==> config.mk <==
export PLATFORM = sky130hd
export DESIGN_NAME = sha256_w_sched
export DESIGN_NICKNAME = d
export VERILOG_FILES = /design/src/rtl/sha256_w_sched.sv
export SDC_FILE = /design/constraint.sdc
export NUM_CORES = 1
export LEC_CHECK = 0
export CAP_MARGIN = 20
export CORE_ASPECT_RATIO = 1.1
export CORE_MARGIN = 4
export CORE_UTILIZATION = 60
export CTS_CLUSTER_DIAMETER = 150
export DETAILED_ROUTE_END_ITERATION = 7
export PLACE_DENSITY = 0.86
export SYNTH_ARGS = -nofsm -noshare
export SYNTH_HDL_FRONTEND = slang
export SYNTH_SLANG_ARGS = --single-unit
==> constraint.sdc <==
create_clock -name clk -period 62.1 [get_ports clk]
set_input_delay 12.42 -clock clk [delete_from_list [all_inputs] [get_ports clk]]
set_output_delay 12.42 -clock clk [all_outputs]
set_load 0.02 [all_outputs]
==> src/rtl/sha256_w_sched.sv <==
// sha256_w_sched: SHA-256 message schedule generator (initiator side of the sig0/sig1 CFUs).
// Loads a 16-word message block (passed straight through to the output), then expands
// W[16..NUM_WORDS-1] using external combinational sig0/sig1 responders.
// Ports:
//   clk, rst                 clock, synchronous active-high reset
//   in_valid/in_ready/in_data    message word input stream (W[0..15])
//   out_valid/out_ready/out_data schedule word output stream
//   out_idx, out_last            index of out_data, high on the final word
//   flush                        abandon current block and return to LOAD
//   sig0_op/sig0_res             sig0 responder operand (W[t-15]) and result
//   sig1_op/sig1_res             sig1 responder operand (W[t-2]) and result
module sha256_w_sched #(
  parameter int unsigned NUM_WORDS = 64
) (
  input  logic        clk,
  input  logic        rst,
  input  logic        in_valid,
  output logic        in_ready,
  input  logic [31:0] in_data,
  output logic        out_valid,
  input  logic        out_ready,
  output logic [31:0] out_data,
  output logic [5:0]  out_idx,
  output logic        out_last,
  input  logic        flush,
  output logic [31:0] sig0_op,
  input  logic [31:0] sig0_res,
  output logic [31:0] sig1_op,
  input  logic [31:0] sig1_res
);

  localparam int unsigned WORD_W = 32;
  localparam int unsigned IDX_W  = 6;
  localparam int unsigned WIN    = 16;

  localparam logic [IDX_W-1:0] LAST_IDX  = IDX_W'(NUM_WORDS - 1);
  localparam logic [IDX_W-1:0] LOAD_LAST = IDX_W'(WIN - 1);

  typedef enum logic {
    S_LOAD,
    S_EXPAND
  } state_e;

  state_e            state_q;
  logic [IDX_W-1:0]  t_q;
  // shreg_q[i] = W[t-16+i]; index 15 holds the newest word
  logic [WORD_W-1:0] shreg_q [WIN];

  logic [WORD_W-1:0] expand_d;
  logic              accept;

  // Responder operands come straight from the window in every state
  assign sig0_op = shreg_q[1];
  assign sig1_op = shreg_q[14];

  // Output/handshake decode; LOAD is a zero-bubble pass-through
  always_comb begin
    expand_d  = sig1_res + shreg_q[9] + sig0_res + shreg_q[0];
    in_ready  = 1'b0;
    out_valid = 1'b1;
    out_data  = expand_d;
    if (state_q == S_LOAD) begin
      in_ready  = out_ready;
      out_valid = in_valid;
      out_data  = in_data;
    end
    accept   = out_valid & out_ready;
    out_idx  = t_q;
    out_last = out_valid & (t_q == LAST_IDX);
  end

  // State, index and window update; rst beats flush, flush discards the handshake
  always_ff @(posedge clk) begin
    if (rst) begin
      state_q <= S_LOAD;
      t_q     <= '0;
      for (int i = 0; i < int'(WIN); i++) shreg_q[i] <= '0;
    end else if (flush) begin
      state_q <= S_LOAD;
      t_q     <= '0;
    end else if (accept) begin
      for (int i = 0; i < int'(WIN) - 1; i++) shreg_q[i] <= shreg_q[i+1];
      shreg_q[WIN-1] <= out_data;
      case (state_q)
        S_LOAD: begin
          if (t_q == LOAD_LAST) state_q <= S_EXPAND;
          t_q <= t_q + IDX_W'(1);
        end
        default: begin
          if (t_q == LAST_IDX) begin
            state_q <= S_LOAD;
            t_q     <= '0;
          end else begin
            t_q <= t_q + IDX_W'(1);
          end
        end
      endcase
    end
  end

endmodule

==> summary.md, run 1 <==
| Metric | Value |
|---|---|
| Met2 GRT Util | 0.3325 |
| Post-synth top area cell | edfxtp_1 |
| PwrDens | around 31 nW/um^2 |
| RD Place Congestion | between 0.9 and 1 |
| Die height | between 200 and 250 um |
| CTS tree | yes |
| Num ports | 206 |
| Final instance area | between 20000 and 30000 um^2 |
| FF+latch count, synth | 519 |
| Yosys warnings | 0 |
| CP endpoint kind | primary output |
| Most common cell in the netlist | edfxtp_1 |
| Unrepaired setup endpoints after global routing | no |
| First-pass GRT wire length | about 72 mm |
| Final wirelength | approximately 47 mm |
| Setup Buffers After CTS | 0 |
| EDFF count, synth | 512 |
| Core area | approximately 38000 um^2 |
| Fin. Hold Viols | 0 |
| CP Max Fanout | 4 |
| Root buf cell | clkbuf_16 |
| WS Path Type | primary input to primary output |
| Final Util | 0.7208 |
| F_max | ~0.034 GHz |
| Syn Inst Count | around 1.7k |
| MaxCap Viol Count | 0 |
| Post-route clock skew | 0.01903 ns |
| Area after DPL | 25900 um^2 |
| Worst Tran Pin Value | between 1 and 1.5 ns |
| GRT Overall Usage | 0.2201 |
| Post-DP HPWL | between 30 and 40 mm |
| Min cycle time layout | 29.41 ns |
| GRT busiest layer | met2 |
| Required time worst endpoint | roughly 50 ns |
| Seq/Total Area, Yosys | 0.6619 |
| Cts hold-fix bufs | 0 |
| Met1 Use GR | 0.3257 |
| Largest net degree at the start of global routing | 192 |
| Max-slew headroom | 0.3257 |
| # resized after CTS | 0 |
| Die W | 196.5 um |
| Fin crit share | 0.4735 |
| Total grt overflow | 0 |
| GR Layer Usage met3 | 0.04808 |
| Antenna violations before repair | 2 |
| Count of input and output buffers | ~210 |
| Yosys cell types | a little under 70 |
| Vias in the first global route | around 13k |
| Fin. max-slew vios | 0 |
| Initial Utilization | 0.6107 |
| Layout Nets | 2105 |
| Routed length per placed instance | between 15 and 20 um |
| Top cells by area, synth | edfxtp_1 (66%), and2_1 (7.8%), fa_1 (5.3%) |
| Area delta synth->final | 18.02% |
| Hold WC Path Type | flop to flop |
| Top-area cell type share of the netlist area | 0.6559 |
| Clock transition at path regs | about 0.060 ns |
| CTS Buf Count | 51 |
| DR vias | 13.35k |
| Setup TNS | 0 ns |
| Net count after synthesis | between 1.5k and 2k |
| Syn avg cell area | roughly 14 um^2 |
| Clock sink total | ~520 |
| Max IR drop VDD | approximately 30 uV |
| First-pass detailed-route iteration total | 5 |
| CP Launch Type | primary input |
| Filler cell count | 2433 |
| Vias/cell | around 5.4 |
| Clk buf depth | 3 |
| Die area | about 42000 um^2 |
| Synth Cell Area | between 20000 and 25000 um^2 |
| Leakage power | between 10 and 15 nW |
| Critical Path AT | between 15 and 20 ns |
| H-tree lvl count | 2 |
| Worst-Skew Late Latency | 0.59 ns |
| Ys async rst share | 0 |
| Final setup fails | 0 |
| Rows | 75 |
| Starting DRC count in detailed routing | 1108 |
| Routed Antenna Nets | 0 |
| Share of layout cells above drive strength 1 | 0.06250 |
| Synth cell count leaders | edfxtp_1 (512), and2_1 (293), inv_1 (187) |
| DRC viols | 0 |
| Run status | finished clean |
| Post-synth top flop | edfxtp_1 |
[report_power, final]
group	leakage, nW	internal (mW)	total, mW	switching (mW)
Sequential	5.41	0.408	0.414	0.00585
Clock	0.820	0.181	0.309	0.128
Combinational	4.52	0.0536	0.143	0.0895
[flip-flops by register name, indices dropped and copies added (netlist names)]
name and count:
shreg_q 512, out_idx 6, state_q 1
[stage by stage]
stage | power [mW] | hold slack, ns | worst slack (ns) | instances
6_report | 0.8654 | 0.5082 | 32.69 | 2454
5_1_grt | 0.9006 | 0.5261 | 32.46 | 2454
4_1_cts | 0.8690 | 0.5110 | 32.73 | 2449
3_5_place_dp | 0.5604 | 0.5014 | 32.78 | 2354
3_3_place_gp | 0.5553 | 0.4988 | 32.81 | 2354
2_1_floorplan | 0.5290 | 0.4967 | 23.93 | 1718
[path summary, 6_finish.rpt]
check | startpoint | to | slack [ns] | cells after the start
setup reg to reg | shreg_q[9][15]$_SDFFCE_PN0P_ | shreg_q[15][29]$_SDFFCE_PP0P_ | 57.96 | 12
hold / removal | shreg_q[6][15]$_SDFFCE_PN0P_ | shreg_q[5][15]$_SDFFCE_PN0P_ | 0.51 | 1
setup / recovery | sig0_res[1] | out_data[19] | 32.69 | 16
hold reg to reg | shreg_q[6][15]$_SDFFCE_PN0P_ | shreg_q[5][15]$_SDFFCE_PN0P_ | 0.51 | 1
[final cells by class]
| class | count | area, um^2 | share of cell area |
|---|---|---|---|
| sequential | 519 | 15520 | 0.5609 |
| multi-input combinational | 932 | 6914 | 0.2499 |
| timing repair buffer | 218 | 2216 | 0.08010 |
| clock buffer | 63 | 1364 | 0.04930 |
| inverter | 188 | 705.7 | 0.02551 |
| tap | 500 | 625.6 | 0.02261 |
| clock inverter | 32 | 317.8 | 0.01149 |
| antenna | 2 | 5.005 | 0.0001809 |
[critical path: stages]
cell             delay, ns
clkdlybuf4s50_1       0.46
inv_1                 0.06
fa_1                  0.57
fa_1                  0.43
inv_1                 0.07
ha_1                  0.16
inv_1                 0.06
fa_1                  0.39
nor2b_1               0.19
o2111ai_1             0.24
a21boi_1              0.42
o31a_4                0.23
nor2_2                0.06
xnor2_1               0.37
mux2_2                0.25
clkdlybuf4s50_1       0.60
[cells by family after synthesis]
kind of cell | Yosys count | share of synthesized area
compound gates | 148 | 0.04388
xor+xnor | 21 | 0.008434
fa+ha+maj | 94 | 0.07003
buf+inv | 267 | 0.04393
flops | 519 | 0.6619
mux | 20 | 0.009555
simple gates | 649 | 0.1623
[routing by layer]
metal,routed length (um),vias to the layer above
li1,-,6221
met1,20740,6565
met2,21510,464
met3,3214,102
met4,1443,0
met5,0,-
[placed cells by master, fill, tap and decap left out, types with 3 or more instances in the layout]
cell type	synthesis	layout
mux2i_1	4	4
a21o_1	15	15
o21bai_1	7	6
and3_1	7	7
o31ai_1	4	4
and2_1	293	293
mux2_2	14	14
or2_2	3	3
buf_4	0	9
o21a_1	12	12
nand2_1	46	46
clkbuf_16	0	53
xor2_1	5	5
nand2b_1	3	3
nand4_1	9	9
bufinv_16	0	6
or3_1	5	5
dfxtp_1	7	6
nand3_1	14	14
ha_1	32	32
o211ai_1	5	5
nor3_1	36	36
nor2_1	42	41
clkinv_1	1	14
clkdlybuf4s50_1	0	204
nor2b_1	179	179
clkbuf_1	64	10
fa_1	62	62
edfxtp_1	512	512
inv_1	187	187
a31oi_1	3	3
xnor2_1	15	15
and4_1	4	4
o21ai_1	6	6
o21ai_0	15	15
a211oi_1	5	5
a21oi_1	44	44
nor3b_1	4	4
clkinv_2	0	9
No activity file was read; power rests on OpenSTA's default activity.
==> inputs of run 2 (changes only) <==
--- a/config.mk
+++ b/config.mk
@@ -8,10 +8,10 @@
 export CAP_MARGIN = 20
 export CORE_ASPECT_RATIO = 1.1
 export CORE_MARGIN = 4
-export CORE_UTILIZATION = 60
+export CORE_UTILIZATION = 52
 export CTS_CLUSTER_DIAMETER = 150
 export DETAILED_ROUTE_END_ITERATION = 7
-export PLACE_DENSITY = 0.86
+export PLACE_DENSITY = 0.8
 export SYNTH_ARGS = -nofsm -noshare
 export SYNTH_HDL_FRONTEND = slang
 export SYNTH_SLANG_ARGS = --single-unit
==> constraint.sdc (replaced) <==
create_clock -name clk -period 26.5 [get_ports clk]
set_input_delay 5.3 -clock clk [delete_from_list [all_inputs] [get_ports clk]]
set_output_delay 5.3 -clock clk [all_outputs]
set_load 0.02 [all_outputs]
==> run 2 against run 1 <==
  * Critical path depth decreased by 2
  * Sequential cell count unchanged
  * Clock power increased by 120%
  * Wire length increased by 0.28%
  * Worst setup slack got worse by 21 ns
  * First-iteration DRC count decreased by 19%
  * Final cell count increased by 3.3%
  * Critical endpoint is now out_data[28]
==> summary.md, run 2 (synthesis results as in run 1) <==
| Metric | Value |
|---|---|
| Run status | finished clean (unchanged) |
| Num ports | 206 (unchanged) |
| Final setup fails | 0 (unchanged) |
| CP max stage delay | 0.66 ns (was 0.60 ns) |
| PwrDens | 72.14 nW/um^2 (was 31.28 nW/um^2) |
| First-pass detailed-route iteration total | 5 (unchanged) |
| CP Launch Type | primary input (unchanged) |
| Fin. Hold Viols | 0 (unchanged) |
| Most frequent cells in the layout | edfxtp_1 (512), and2_1 (293), clkdlybuf4s50_1 (204), inv_1 (187), nor2b_1 (179) (unchanged) |
| WS Path Type | primary input to primary output (unchanged) |
| F_max | around 0.066 GHz |
| Routed Antenna Nets | 0 (unchanged) |
| Area delta synth->final | 17.94% (was 18.02%) |
| Crit path max-delay cell type | clkdlybuf4s50_1 (unchanged) |
| Fin crit share | 0.5709 |
| Fin. max-slew vios | 0 (unchanged) |
| Share of layout cells above drive strength 1 | 0.06349 (was 0.06250) |
| Die height | 230.7 um (was 215.3 um) |
| Count of input and output buffers | 205 (unchanged) |
| Largest net degree at the start of global routing | 207 (was 192) |
| CTS Buf Count | 52 (was 51) |
| Max-slew headroom | 0.2480 (was 0.3257) |
| CP endpoint kind | primary output (unchanged) |
| Root buf cell | clkbuf_16 (unchanged) |
| Clock transition at path regs | 0.06 ns (about the same) |
| Unrepaired setup endpoints after global routing | no (unchanged) |
| Worst Tran Pin Value | 1.128 ns (was 1.011 ns) |
| First-pass GRT wire length | 72.95 mm (was 72.35 mm) |
| Vias/cell | 5.171 (was 5.441) |
| Cts hold-fix bufs | 0 (unchanged) |
| Total grt overflow | 0 (unchanged) |
| Starting DRC count in detailed routing | 893 (was 1108) |
| MaxCap Viol Count | 0 (unchanged) |
| Max IR drop VDD | 47.73 uV (was 29.52 uV) |
| Critical path, cell by cell | clkdlybuf4s50_1 -> inv_1 -> fa_1 -> fa_1 -> inv_1 -> ha_1 -> nand2_1 -> o21ai_0 -> nand3_1 -> a31oi_1 -> o21ai_1 -> and3_1 -> o31ai_1 -> clkdlybuf4s50_1 (was clkdlybuf4s50_1 -> inv_1 -> fa_1 -> fa_1 -> inv_1 -> ha_1 -> inv_1 -> fa_1 -> nor2b_1 -> o2111ai_1 -> a21boi_1 -> o31a_4 -> nor2_2 -> xnor2_1 -> mux2_2 -> clkdlybuf4s50_1) |
| Filler cell count | 3331 (was 2433) |
| GRT Overall Usage | 0.1938 (was 0.2201) |
| Required time worst endpoint | 21.20 ns (was 49.68 ns) |
| Rows | 81 (was 75) |
| CTS tree | yes (unchanged) |
| Post-DP HPWL | 32.60 mm (was 31.42 mm) |
| Commonest non-fill, non-tap cell in the layout | edfxtp_1 (unchanged) |
| Vias in the first global route | 13.02k (was 13.16k) |
| Min cycle time layout | 15.13 ns |
| Setup TNS | 0 ns (unchanged) |
| Layout Nets | 2106 (was 2105) |
| H-tree lvl count | 2 (unchanged) |
| Design Power | 1.994 mW (was 865.4 uW) |
| Worst-Skew Late Latency | 0.59 ns (about the same) |
| Final wirelength | 47.04 mm (was 46.91 mm) |
| Die area | 48540 um^2 (was 42300 um^2) |
| Clk buf depth | 3 (unchanged) |
| Initial Utilization | 0.5268 (was 0.6107) |
| Setup Buffers After CTS | 0 (unchanged) |
| CP Max Fanout | 8 (was 4) |
| Hold WC Path Type | flop to flop (unchanged) |
| DRC viols | 0 (unchanged) |
| Top reg by flops | shreg_q (unchanged) |
| Critical path buffers and inverters | 4 (was 5) |
| Leakage power | 10.70 nW (was 10.75 nW) |
| RD Place Congestion | 0.9415 (was 0.9577) |
| Core area | 44490 um^2 (was 38380 um^2) |
| Antenna violations before repair | 2 (unchanged) |
| Post-route clock skew | 0.03130 ns (was 0.01903 ns) |
| Die W | 210.4 um (was 196.5 um) |
| Clock sink total | 519 (unchanged) |
| Critical Path AT | 9.83 ns (was 16.99 ns) |
| Largest register FFs | 512 (unchanged) |
| Crit path max-delay family | adder cells (unchanged) |
| Routed length per placed instance | 18.55 um (was 19.11 um) |
| DR vias | 13.11k (was 13.35k) |
| # resized after CTS | 0 (unchanged) |
-- run 2: final timing paths --
kind | start | end | slack (ns) | cells after the start
max | sig0_res[9] | out_data[28] | 11.37 | 14
min | shreg_q[8][11]$_SDFFCE_PN0P_ | shreg_q[7][11]$_SDFFCE_PN0P_ | 0.51 | 1
max reg2reg | shreg_q[9][15]$_SDFFCE_PN0P_ | shreg_q[15][26]$_SDFFCE_PP0P_ | 22.33 | 12
min reg2reg | shreg_q[8][11]$_SDFFCE_PN0P_ | shreg_q[7][11]$_SDFFCE_PN0P_ | 0.51 | 1
-- run 2: per-layer routing --
metal	share of wire	global-route usage	vias to the layer above
met3	0.071	0.04580	85
met1	0.45	0.2818	6382
met5	0	0	-
met4	0.026	0.05410	0
met2	0.46	0.2974	426
li1	-	-	6221
-- run 2: worst reg2reg max path, cell delays in order, from the launching register on --
cell       delay (ns)
edfxtp_1         0.35
inv_1            0.16
fa_1             0.53
fa_1             0.57
inv_1            0.05
ha_1             0.40
a21oi_1          0.26
o21ai_0          0.25
a21oi_1          0.20
o21bai_1         0.08
mux2_1           0.31
a2111oi_2        0.63
nor3_1           0.11
-- run 2: where the power goes --
part           total (mW)  leakage, nW  switching [mW]  internal (mW)
registers           0.969         5.41          0.0131          0.956
clock network       0.691        0.776           0.299          0.391
logic               0.335         4.51           0.209          0.126
total                1.99         10.7           0.521           1.47
-- run 2: layout make-up --
| class | instances | area (um^2) | area share |
|---|---|---|---|
| antenna | 2 | 5.005 | 0.0001810 |
| clock inverter | 31 | 251.5 | 0.009097 |
| inverter | 188 | 705.7 | 0.02553 |
| sequential | 519 | 15520 | 0.5613 |
| tap | 581 | 726.9 | 0.02630 |
| multi-input combinational | 932 | 6914 | 0.2501 |
| clock buffer | 65 | 1350 | 0.04883 |
| timing repair buffer | 218 | 2176 | 0.07871 |
-- run 2: stage by stage --
step	setup slack [ns]	hold WS, ns	std cells	utilization	cell area (um^2)
after floorplan	6.446	0.4967	1718	-	23440
after global placement	11.45	0.4988	2437	0.5848	26020
after detailed placement	11.41	0.5014	2438	0.5853	26040
after CTS	11.39	0.5002	2534	0.6212	27640
after global routing	11.17	0.5215	2536	0.6214	27650
final	11.37	0.5065	2536	0.6214	27650
==> inputs of run 3 (changes only) <==
==> constraint.sdc (replaced) <==
create_clock -name clk -period 12.3 [get_ports clk]
set_input_delay 2.46 -clock clk [delete_from_list [all_inputs] [get_ports clk]]
set_output_delay 2.46 -clock clk [all_outputs]
set_load 0.02 [all_outputs]
==> run 3 against run 2 <==
  * Clock power increased by 130%
  * Largest power group unchanged
  * Clock skew decreased by 0.020 ns
  * Wire length increased by 0.36%
==> summary.md, run 3 (synthesis results as in run 1) <==
| Metric | Value |
|---|---|
| Clk buf depth | 3 (unchanged) |
| Area delta synth->final | 18.46% (was 17.94%) |
| Run status | finished clean (unchanged) |
| # resized after CTS | 0 (unchanged) |
| Min cycle time layout | approximately 9.5 ns |
| Count of non-filler cells in the finished layout | 2535 (was 2536) |
| Critical Path AT | 7.08 ns (was 9.83 ns) |
| F_max | 0.1049 GHz |
| Count of input and output buffers | 205 (unchanged) |
| Num ports | 206 (unchanged) |
| Fin. max-slew vios | 0 (unchanged) |
| GR Layer Usage met3 | 0.04553 (was 0.04580) |
| CP Launch Type | primary input (unchanged) |
| Met1 Use GR | 0.2759 (was 0.2818) |
| DR vias | 13.07k (was 13.11k) |
| Final wirelength | 47.21 mm (was 47.04 mm) |
| PwrDens | 158.0 nW/um^2 (was 72.14 nW/um^2) |
| Worst Tran Pin Value | 1.096 ns (was 1.128 ns) |
| Vias/cell | 5.156 (was 5.171) |
| Final setup fails | 0 (unchanged) |
| Die height | 230.7 um (unchanged) |
| RD Place Congestion | 0.9319 (was 0.9415) |
| Top reg by flops | shreg_q (unchanged) |
| Hold WC Path Type | flop to flop (unchanged) |
| MaxCap Viol Count | 0 (unchanged) |
| CP Max Fanout | 10 (was 8) |
| Setup Buffers After CTS | 0 (unchanged) |
| Max-slew headroom | 0.2694 (was 0.2480) |
| Setup TNS | 0 ns (unchanged) |
| Placed Cells | 2437 (was 2438) |
| Filler cell count | 3285 (was 3331) |
| Total grt overflow | 0 (unchanged) |
| Largest register FFs | 512 (unchanged) |
| Met2 GRT Util | 0.3020 (was 0.2974) |
| Antenna violations before repair | 4 (was 2) |
| CTS tree | yes (unchanged) |
| Unrepaired setup endpoints after global routing | no (unchanged) |
| CP endpoint kind | primary output (unchanged) |
| CTS Buf Count | 52 (unchanged) |
| Fin. Hold Viols | 0 (unchanged) |
| Clock sink total | 519 (unchanged) |
| Sequential cell area | 15520 um^2 (unchanged) |
| GRT Overall Usage | 0.1938 (unchanged) |
| Rows | 81 (unchanged) |
| H-tree lvl count | 2 (unchanged) |
| Die W | 210.4 um (unchanged) |
| Core area | 44490 um^2 (unchanged) |
| Fin crit share | 0.7752 |
| Multi-input logic area | 6914 um^2 (unchanged) |
| Routed Antenna Nets | 0 (unchanged) |
| Root buf cell | clkbuf_16 (unchanged) |
| DRC viols | 0 (unchanged) |
| Required time worst endpoint | 9.84 ns (was 21.20 ns) |
| Cts hold-fix bufs | 0 (unchanged) |
| Most frequent cells in the layout | edfxtp_1 (512), and2_1 (293), clkdlybuf4s50_1 (204), inv_1 (187), nor2b_1 (179) (unchanged) |
| Post-route clock skew | 0.01087 ns (was 0.03130 ns) |
| Leakage power | 10.76 nW (was 10.70 nW) |
| Layout Nets | 2106 (unchanged) |
| Die area | 48540 um^2 (unchanged) |
| Vias in the first global route | 13.21k (was 13.02k) |
| Routed length per placed instance | 18.62 um (was 18.55 um) |
| Starting DRC count in detailed routing | 1013 (was 893) |
| Commonest non-fill, non-tap cell in the layout | edfxtp_1 (unchanged) |
| Max IR drop VDD | 106.8 uV (was 47.73 uV) |
| Design Power | 4.388 mW (was 1.994 mW) |
| Initial Utilization | 0.5268 (unchanged) |
| Worst-Skew Late Latency | 0.58 ns (was 0.59 ns) |
| First-pass GRT wire length | 72.88 mm (was 72.95 mm) |
| Share of layout cells above drive strength 1 | 0.06557 (was 0.06349) |
| Post-DP HPWL | 32.44 mm (was 32.60 mm) |
| Largest net degree at the start of global routing | 209 (was 207) |
| WS Path Type | primary input to primary output (unchanged) |
| Clock transition at path regs | 0.06 ns (about the same) |
| GRT busiest layer | met2 (unchanged) |
| First-pass detailed-route iteration total | 5 (unchanged) |
==> run 3: changes by cell type in the layout (fill, tap and decap cells not counted) <==
| cell | change |
|---|---|
| buf_12 | -1 |
| bufinv_16 | +3 |
| clkinv_2 | -2 |
| clkinv_4 | +3 |
| clkinvlp_4 | -3 |
| clkinv_1 | -5 |
| clkinv_8 | -1 |
| clkbuf_16 | +1 |
| clkbuf_8 | +3 |
| buf_16 | +1 |
==> run 3: worst max-delay path: stages <==
cell	delay [ns]
clkdlybuf4s50_1	0.48
inv_1	0.10
fa_1	0.51
fa_1	0.52
inv_1	0.04
ha_1	0.42
a211oi_1	0.37
o211ai_1	0.17
o2bb2ai_1	0.19
nor4b_2	0.61
o31ai_2	0.11
xnor2_1	0.36
a21oi_1	0.14
clkdlybuf4s50_1	0.59
==> run 3: path summary, 6_finish.rpt <==
kind / cells past startpoint / endpoint / slack [ns] / from
hold / removal: 1 / shreg_q[9][30]$_SDFFCE_PN0P_ / 0.51 / shreg_q[10][30]$_SDFFCE_PP0P_
setup / recovery: 14 / out_data[29] / 2.76 / sig1_res[14]
hold reg to reg: 1 / shreg_q[9][30]$_SDFFCE_PN0P_ / 0.51 / shreg_q[10][30]$_SDFFCE_PP0P_
setup reg to reg: 7 / shreg_q[15][6]$_SDFFCE_PP0P_ / 7.95 / state_q$_SDFFE_PP0P_
==> run 3: area by class of cell <==
cell class,count,share of cell area
clock buffer,69,0.05101
multi-input combinational,932,0.2490
clock inverter,26,0.01081
antenna,2,0.0001802
tap,581,0.02618
timing repair buffer,218,0.07863
inverter,188,0.02541
sequential,519,0.5588
==> run 3: per-stage QoR <==
stage	hold slack [ns]	utilization	worst slack (ns)	instance area, um^2
2_1_floorplan	0.4967	-	0.8420	23450
3_3_place_gp	0.4988	0.5848	2.883	26020
3_5_place_dp	0.5014	0.5848	2.846	26020
4_1_cts	0.5145	0.6234	2.821	27740
5_1_grt	0.5290	0.6241	2.635	27770
6_report	0.5120	0.6241	2.765	27770
==> run 3: layer usage <==
layer  vias to the layer above  share of wire
met5                         -        0.00047
met4                         4          0.028
met3                       103          0.064
met2                       400           0.46
met1                      6344           0.44
li1                       6219              -
==> run 3: report_power, final <==
group / leakage [nW] / switching (mW) / internal, mW / total [mW]
logic: 4.51 / 0.445 / 0.269 / 0.715
clock network: 0.842 / 0.647 / 0.937 / 1.58
registers: 5.41 / 0.0296 / 2.06 / 2.09
total: 10.8 / 1.12 / 3.27 / 4.39
